### config.mk
export PLATFORM = sky130hd
export DESIGN_NAME = alu_op_sequencer
export DESIGN_NICKNAME = d
export VERILOG_FILES = /design/src/rtl/alu_op_sequencer.sv
export SDC_FILE = /design/constraint.sdc
export NUM_CORES = 1
export LEC_CHECK = 0
export BUFFER_PORTS_ARGS = -buffer_cell sky130_fd_sc_hd__buf_2
export CORE_ASPECT_RATIO = 0.5
export CORE_MARGIN = 10
export CORE_UTILIZATION = 40
export CTS_CLUSTER_SIZE = 28
export DETAILED_ROUTE_END_ITERATION = 12
export HOLD_SLACK_MARGIN = 0.15
export SYNTH_ARGS = -nofsm -noshare
export SYNTH_HDL_FRONTEND = slang
export SYNTH_SLANG_ARGS = --single-unit
### constraint.sdc
create_clock -name clk -period 3.2 [get_ports clk]
set_input_delay 0.48 -clock clk [delete_from_list [all_inputs] [get_ports clk]]
set_output_delay 0.48 -clock clk [all_outputs]
set_load 0.03 [all_outputs]
### src/rtl/alu_op_sequencer.sv
// alu_op_sequencer: drives an external ALU from a valid/ready request stream, adds shift-add multiply (opcode 0xA)
module alu_op_sequencer #(
  parameter int BUS_WIDTH = 8
) (
  input  logic                 clk,
  input  logic                 reset,
  input  logic                 req_valid,
  output logic                 req_ready,
  input  logic [3:0]           req_cmd,
  input  logic [BUS_WIDTH-1:0] req_a,
  input  logic [BUS_WIDTH-1:0] req_b,
  output logic [BUS_WIDTH-1:0] alu_a,
  output logic [BUS_WIDTH-1:0] alu_b,
  output logic [3:0]           alu_command,
  input  logic [BUS_WIDTH-1:0] alu_out,
  input  logic                 alu_overflow,
  output logic                 rsp_valid,
  input  logic                 rsp_ready,
  output logic [BUS_WIDTH-1:0] rsp_data,
  output logic                 rsp_flag,
  output logic                 rsp_err
);
  localparam int CW = (BUS_WIDTH > 1) ? $clog2(BUS_WIDTH) : 1;
  typedef enum logic [1:0] {IDLE, ISSUE, MUL, RESP} state_t;
  state_t                 r_state, w_next;
  logic [3:0]             r_cmd;
  logic [BUS_WIDTH-1:0]   r_a, r_b, r_acc, r_rsp_data;
  logic                   r_lost, r_sticky, r_rsp_flag, r_rsp_err;
  logic [CW-1:0]          r_cnt;
  logic                   w_fire, w_alu_op, w_mul_op, w_mul_last, w_sticky_nxt;
  assign w_fire       = req_valid & req_ready;
  assign w_alu_op     = req_cmd <= 4'd9;
  assign w_mul_op     = req_cmd == 4'hA;
  assign w_mul_last   = r_cnt == CW'(BUS_WIDTH - 1);
  // a partial product that overflows the adder or includes already-shifted-out multiplicand bits
  assign w_sticky_nxt = r_sticky | (r_b[0] & (alu_overflow | r_lost));
  assign rsp_data     = r_rsp_data;
  assign rsp_flag     = r_rsp_flag;
  assign rsp_err      = r_rsp_err;
  always_ff @(posedge clk)
    r_state <= reset ? IDLE : w_next;
  always_comb
    w_next = (r_state == IDLE)  ? (!w_fire ? IDLE : w_alu_op ? ISSUE : w_mul_op ? MUL : RESP) :
             (r_state == ISSUE) ? RESP :
             (r_state == MUL)   ? (w_mul_last ? RESP : MUL) :
                                  (rsp_ready ? IDLE : RESP);
  always_comb begin
    req_ready   = r_state == IDLE;
    rsp_valid   = r_state == RESP;
    alu_command = (r_state == ISSUE) ? r_cmd : (r_state == MUL) ? 4'h0 : 4'hF;
    alu_a       = (r_state == ISSUE) ? r_a : (r_state == MUL) ? r_acc : '0;
    alu_b       = (r_state == ISSUE) ? r_b : (r_state == MUL && r_b[0]) ? r_a : '0;
  end
  always_ff @(posedge clk) begin
    if (reset) begin
      r_cmd      <= '0;
      r_a        <= '0;
      r_b        <= '0;
      r_acc      <= '0;
      r_lost     <= 1'b0;
      r_sticky   <= 1'b0;
      r_cnt      <= '0;
      r_rsp_data <= '0;
      r_rsp_flag <= 1'b0;
      r_rsp_err  <= 1'b0;
    end else if (w_fire) begin
      r_cmd    <= req_cmd;
      r_a      <= req_a;
      r_b      <= req_b;
      r_acc    <= '0;
      r_lost   <= 1'b0;
      r_sticky <= 1'b0;
      r_cnt    <= '0;
      if (!w_alu_op && !w_mul_op) begin
        r_rsp_data <= '0;
        r_rsp_flag <= 1'b0;
        r_rsp_err  <= 1'b1;
      end
    end else if (r_state == ISSUE) begin
      r_rsp_data <= (r_cmd <= 4'd6) ? alu_out : '0;
      r_rsp_flag <= (r_cmd == 4'd0 || r_cmd >= 4'd7) ? alu_overflow : 1'b0;
      r_rsp_err  <= 1'b0;
    end else if (r_state == MUL) begin
      r_acc    <= alu_out;
      r_sticky <= w_sticky_nxt;
      r_lost   <= r_lost | r_a[BUS_WIDTH-1];
      r_a      <= r_a << 1;
      r_b      <= r_b >> 1;
      r_cnt    <= r_cnt + 1'b1;
      if (w_mul_last) begin
        r_rsp_data <= alu_out;
        r_rsp_flag <= w_sticky_nxt;
        r_rsp_err  <= 1'b0;
      end
    end
  end
endmodule

After elaboration in Yosys (flattened, before gate mapping)

Cells that the tools add are included.

Add/subtract/negate cells: 1
Order comparisons: 3
Equal/unequal tests: 7
Multiplexer cells: 37
Bitwise gates (word level): 6
Reductions and logical operators: 14

Operator list:

| operator              | number |
|---|---|
| $mux W8               | 16 |
| $mux W1               | 13 |
| $mux W2               | 6 |
| $mux W4               | 2 |
| $reduce_bool A3 Y1    | 2 |
| $eq A2 B2 Y1 const B  | 2 |
| $eq A4 B4 Y1 const B  | 1 |
| $ge A4 B3 Y1 const B  | 1 |
| $le A4 B3 Y1 const B  | 1 |
| $le A4 B4 Y1 const B  | 1 |
| $logic_not A4 Y1      | 1 |
| $reduce_and A2 Y1     | 2 |
| $add A3 B1 Y3 const B | 1 |
| $eq A3 B3 Y1 const B  | 1 |
| $or A1 B1 Y1          | 3 |
| $reduce_and A3 Y1     | 1 |
| $and A1 B1 Y1         | 2 |
| $eq A2 B1 Y1 const B  | 1 |
| $logic_and A1 B1 Y1   | 2 |
| $logic_not A1 Y1      | 2 |
| $logic_not A2 Y1      | 1 |
| $ne A2 B1 Y1 const B  | 1 |
| $ne A2 B2 Y1 const B  | 1 |
| $reduce_bool A2 Y1    | 1 |
| 3 further kinds       | 3 |

Flip-flop bits (word level): 45
Bits of input ports: 33
Output and inout port bits: 32
Logic and storage cells: 79

Logic depth before layout (Yosys ltp)

Depth after elaboration: 7
Depth in mapped cells: 7
Gate-level depth less buffers: 5

Worst setup path after synthesis

No wires, ideal clock.

Kind: reg2out
Start: register r_state[1]
End: output port alu_command[0]
Arrival: 1,308 ps
Required time: 2,720 ps
Setup slack: 1,412 ps
Cell stages (with the launch flop): 7
Buffers on the path: 2
Cells stage by stage: dfxtp_1 buf_2 inv_1 buf_2 nand2_1 nor2_1 nor2_1

Cells in the longest elaborated chain, start to end: 3
Elaborated cells between the ends (all ways): 4
Those cells by class: 2 x eq/ne; 2 x mux

Ends and longest elaborated chain:

| what                   | RTL line | source |
|---|---|---|
| start, declared        | 25       | `state_t r_state, w_next;` |
| start signal, assigned | 41       | `r_state <= reset ? IDLE : w_next;` |
| $eq A2 B2 Y1           | 50       | `alu_command = (r_state == ISSUE) ? r_cmd : (r_state == MUL) ? 4'h0 : 4'hF;` |
| $mux W4                | 50       |  |
| $mux W4 *              | 50       |  |
| end, declared          | 14       | `output logic [3:0] alu_command,` |

Mark *: on every way between the ends. The rest lies on a longest branch, timed or not.

Final worst setup path

Start: register r_state[1]
End: output port alu_b[5]

Cells in the longest elaborated chain, start to end: 4
Elaborated cells between the ends (all ways): 5
Those cells by class: 2 x eq/ne; 2 x mux; 1 x reduce/logical

Ends and longest elaborated chain:

| what                | RTL line | source |
|---|---|---|
| $eq A2 B2 Y1        | 52       | `alu_b = (r_state == ISSUE) ? r_b : (r_state == MUL && r_b[0]) ? r_a : '0;` |
| $logic_and A1 B1 Y1 | 52       |  |
| $mux W8             | 52       |  |
| $mux W8 *           | 52       |  |
| end, declared       | 13       | `output logic [BUS_WIDTH-1:0] alu_b,` |

Marks and branches as above.

==> results.ini <==
[power_and_ir_drop]
power_uw = 1460
power_leakage_uw = 0.00111
switching_share = 0.332
cellPowerDensity_nw_per_um2 = 578
power_frac_comb = 0.249
switchingPower_uw = 486
power.internal_uw = 976
p_clk_frac = 0.301
peakVddDrop_mv = 0.189
pwr-share-seq = 0.450

[clock_network]
post_cts_buffers = 0
cts_max_path_buffers = 2
post_cts_resized = 0
cts_buffers = 5
cts.clk_slew.worst_paths_ps = 90
clkSinkCount = 45
htree_levels = 2
clk_latency_ps = 300
cts_tree = yes
root_buffer = clkbuf_8
hold_buffers = 0

[logic_synthesis]
synth_nets = 282
synthArstFlopShare = 0
ys_top_cells_by_area = dfxtp_1, a22o_1, nor2_1
synth.most_common_cell = dfxtp_1
synthFlopType = dfxtp_1
post_synth_num_cell_types = 41
ys_seq_elements = 45
yosysWarningCount = 0
synth_top_area_frac = 0.430
syn-cell-area_um2 = 2100
synth_commonest_cells = dfxtp_1, nor2_1, nand2_1, a22o_1, a21oi_1
yosysTopAreaCell = dfxtp_1
syn_avg_cell_area_um2 = 8.48
synth_seq_area_share = 0.430
synth-edff-count = 0
postSynthCellCount = 247

[global_route]
grt_usage = 0.139
grt_pass1_vias = 1879
grt_pass1_wl_um = 9920
grt_max_degree = 29
antenna_found_initial = 0
overflow = 0

[floorplanning]
start_util = 0.419
fp.dieArea_um2 = 8710
core_area_um2 = 5000
die_x_um = 122
num_io_pins = 65
num_rows = 18
die_h_um = 71.2

[worst_setup_path]
crit_buf_inv = 1
critPathMaxStageDelay_ps = 690
path_max_fanout = 19
path_class = reg -> out
cp_slowest_cell = and2b_1
worst_ep_arrival_time_ps = 1870
path_cells = and2b_1 > a22o_1 > buf_2
rr_startpoint = r_state[1]
critPathRequiredTime_ps = 2720
cp_top_family = simple AND/OR/NAND/NOR gates
reg2reg_slack_ps = 1260
endpoint_kind = primary output
startpoint_type = flip-flop
startpoint = r_state[1]

[final_layout]
final_util = 0.506
areaGrowthSynthToFinish_pct = 20.8
final_cell_area_um2 = 2530
drive_gt1_frac = 0.272
num-fill-cells = 525
diodes = 0
nNetsFinal = 336

[placement]
dp_slack_ps = 1190
postPlaceCellArea_um2 = 2420
hpwl_um = 4490
portBuffers = 64
gp_congestion = 0.779

[timing]
slew_violations = 0
fin_crit_sh = 0.736
max_freq_mhz = 425
setup_viol_count_final = 0
rsz0062_at_grt = false
tightest_slew_ps = 991
skew_ps = 5.16
tns_ps = 0
period_minus_slack_ps = 2350
fin_ws_ps = 845
hold_violations = 0
maxSlewHeadroom = 0.337

[routing]
dr.pass1.iters = 4
drt-vias-per-instance = 5.26
drtIter0Drc = 155
ant_nets = 0
vias = 1955
drc = 0
wire_per_inst_um = 16.7
routed_wl_um = 6200

[hold_path]
hp-class = in -> reg
min_from = alu_out[5]

[flow_run]
cap_violations = 0

[status]
outcome = finished, final reports clean

-- metrics by stage --
step,std cells,hold WS (ps)
after floorplan,247,435
after global placement,364,446
after detailed placement,364,450
after CTS,372,403
after global routing,372,408
final,372,415
-- per-layer routing --
metal / up-vias / part of all wire / routed length (µm) / GRT usage
li1: 985 / - / - / -
met1: 921 / 0.46 / 2860 / 0.183
met2: 45 / 0.46 / 2880 / 0.222
met3: 4 / 0.068 / 419 / 0.0388
met4: 0 / 0.0052 / 32 / 0.0312
met5: - / 0 / 0 / 0
-- final cells by class --
cell class              instances  area [µm²]  share of cell area
multi-input cells             180        1080               0.427
inverters                       3        11.3             0.00445
clock inverters                 3        46.3              0.0183
repair buffers                 66         335               0.132
well taps                      70        87.6              0.0346
clock buffers                   5        68.8              0.0272
flip-flops and latches         45         901               0.356
-- path summary, 6_finish.rpt --
check / endpoint / cells past startpoint
worst min register to register: r_acc[2] / 2
worst max-delay path: alu_b[5] / 3
worst max register to register: rsp_data[2] / 4
worst min-delay path: rsp_data[5] / 2
-- cells by family after synthesis --
family | count (synthesis) | synth area share
AO/OA/AOI/OAI | 68 | 0.236
XOR/XNOR | 1 | 0.00418
adder cells (fa/ha/maj) | 2 | 0.0119
buffers and inverters | 22 | 0.0555
flip-flops | 45 | 0.430
multiplexers | 3 | 0.0143
AND/OR/NAND/NOR | 106 | 0.248
-- power groups by stage --
stage               clock, µW  sequential [µW]  combinational [µW]
floorplan                   0              668                 265
global placement            0              668                 360
detailed placement          0              670                 365
CTS                       453              657                 367
global route              478              664                 405
finish                    440              658                 364
-- cell usage in the layout, fill, tap and decap left out, types with 2 or more instances in the layout --
cell type and count:
buf_2 64, mux2i_1 3, nor3_1 17, nand2_1 24
nand2b_1 2, and2_1 2, nor2b_1 16, ha_1 2
a21oi_1 18, buf_4 2, nor2_1 34, o22ai_1 14
dfxtp_1 45, a22o_1 23, a32oi_1 2, clkbuf_8 5
inv_1 3
-- state kept, by name (all words and copies together), names as in the netlist --
| signal | flops |
|---|---|
| r_b | 8 |
| r_acc | 8 |
| r_cnt | 3 |
| r_sticky | 1 |
| r_cmd | 4 |
| r_lost | 1 |
| r_a | 8 |
| r_state | 2 |
| rsp_err | 1 |
| rsp_flag | 1 |
| rsp_data | 8 |
Note: power is estimated with default switching activity, not from simulation.
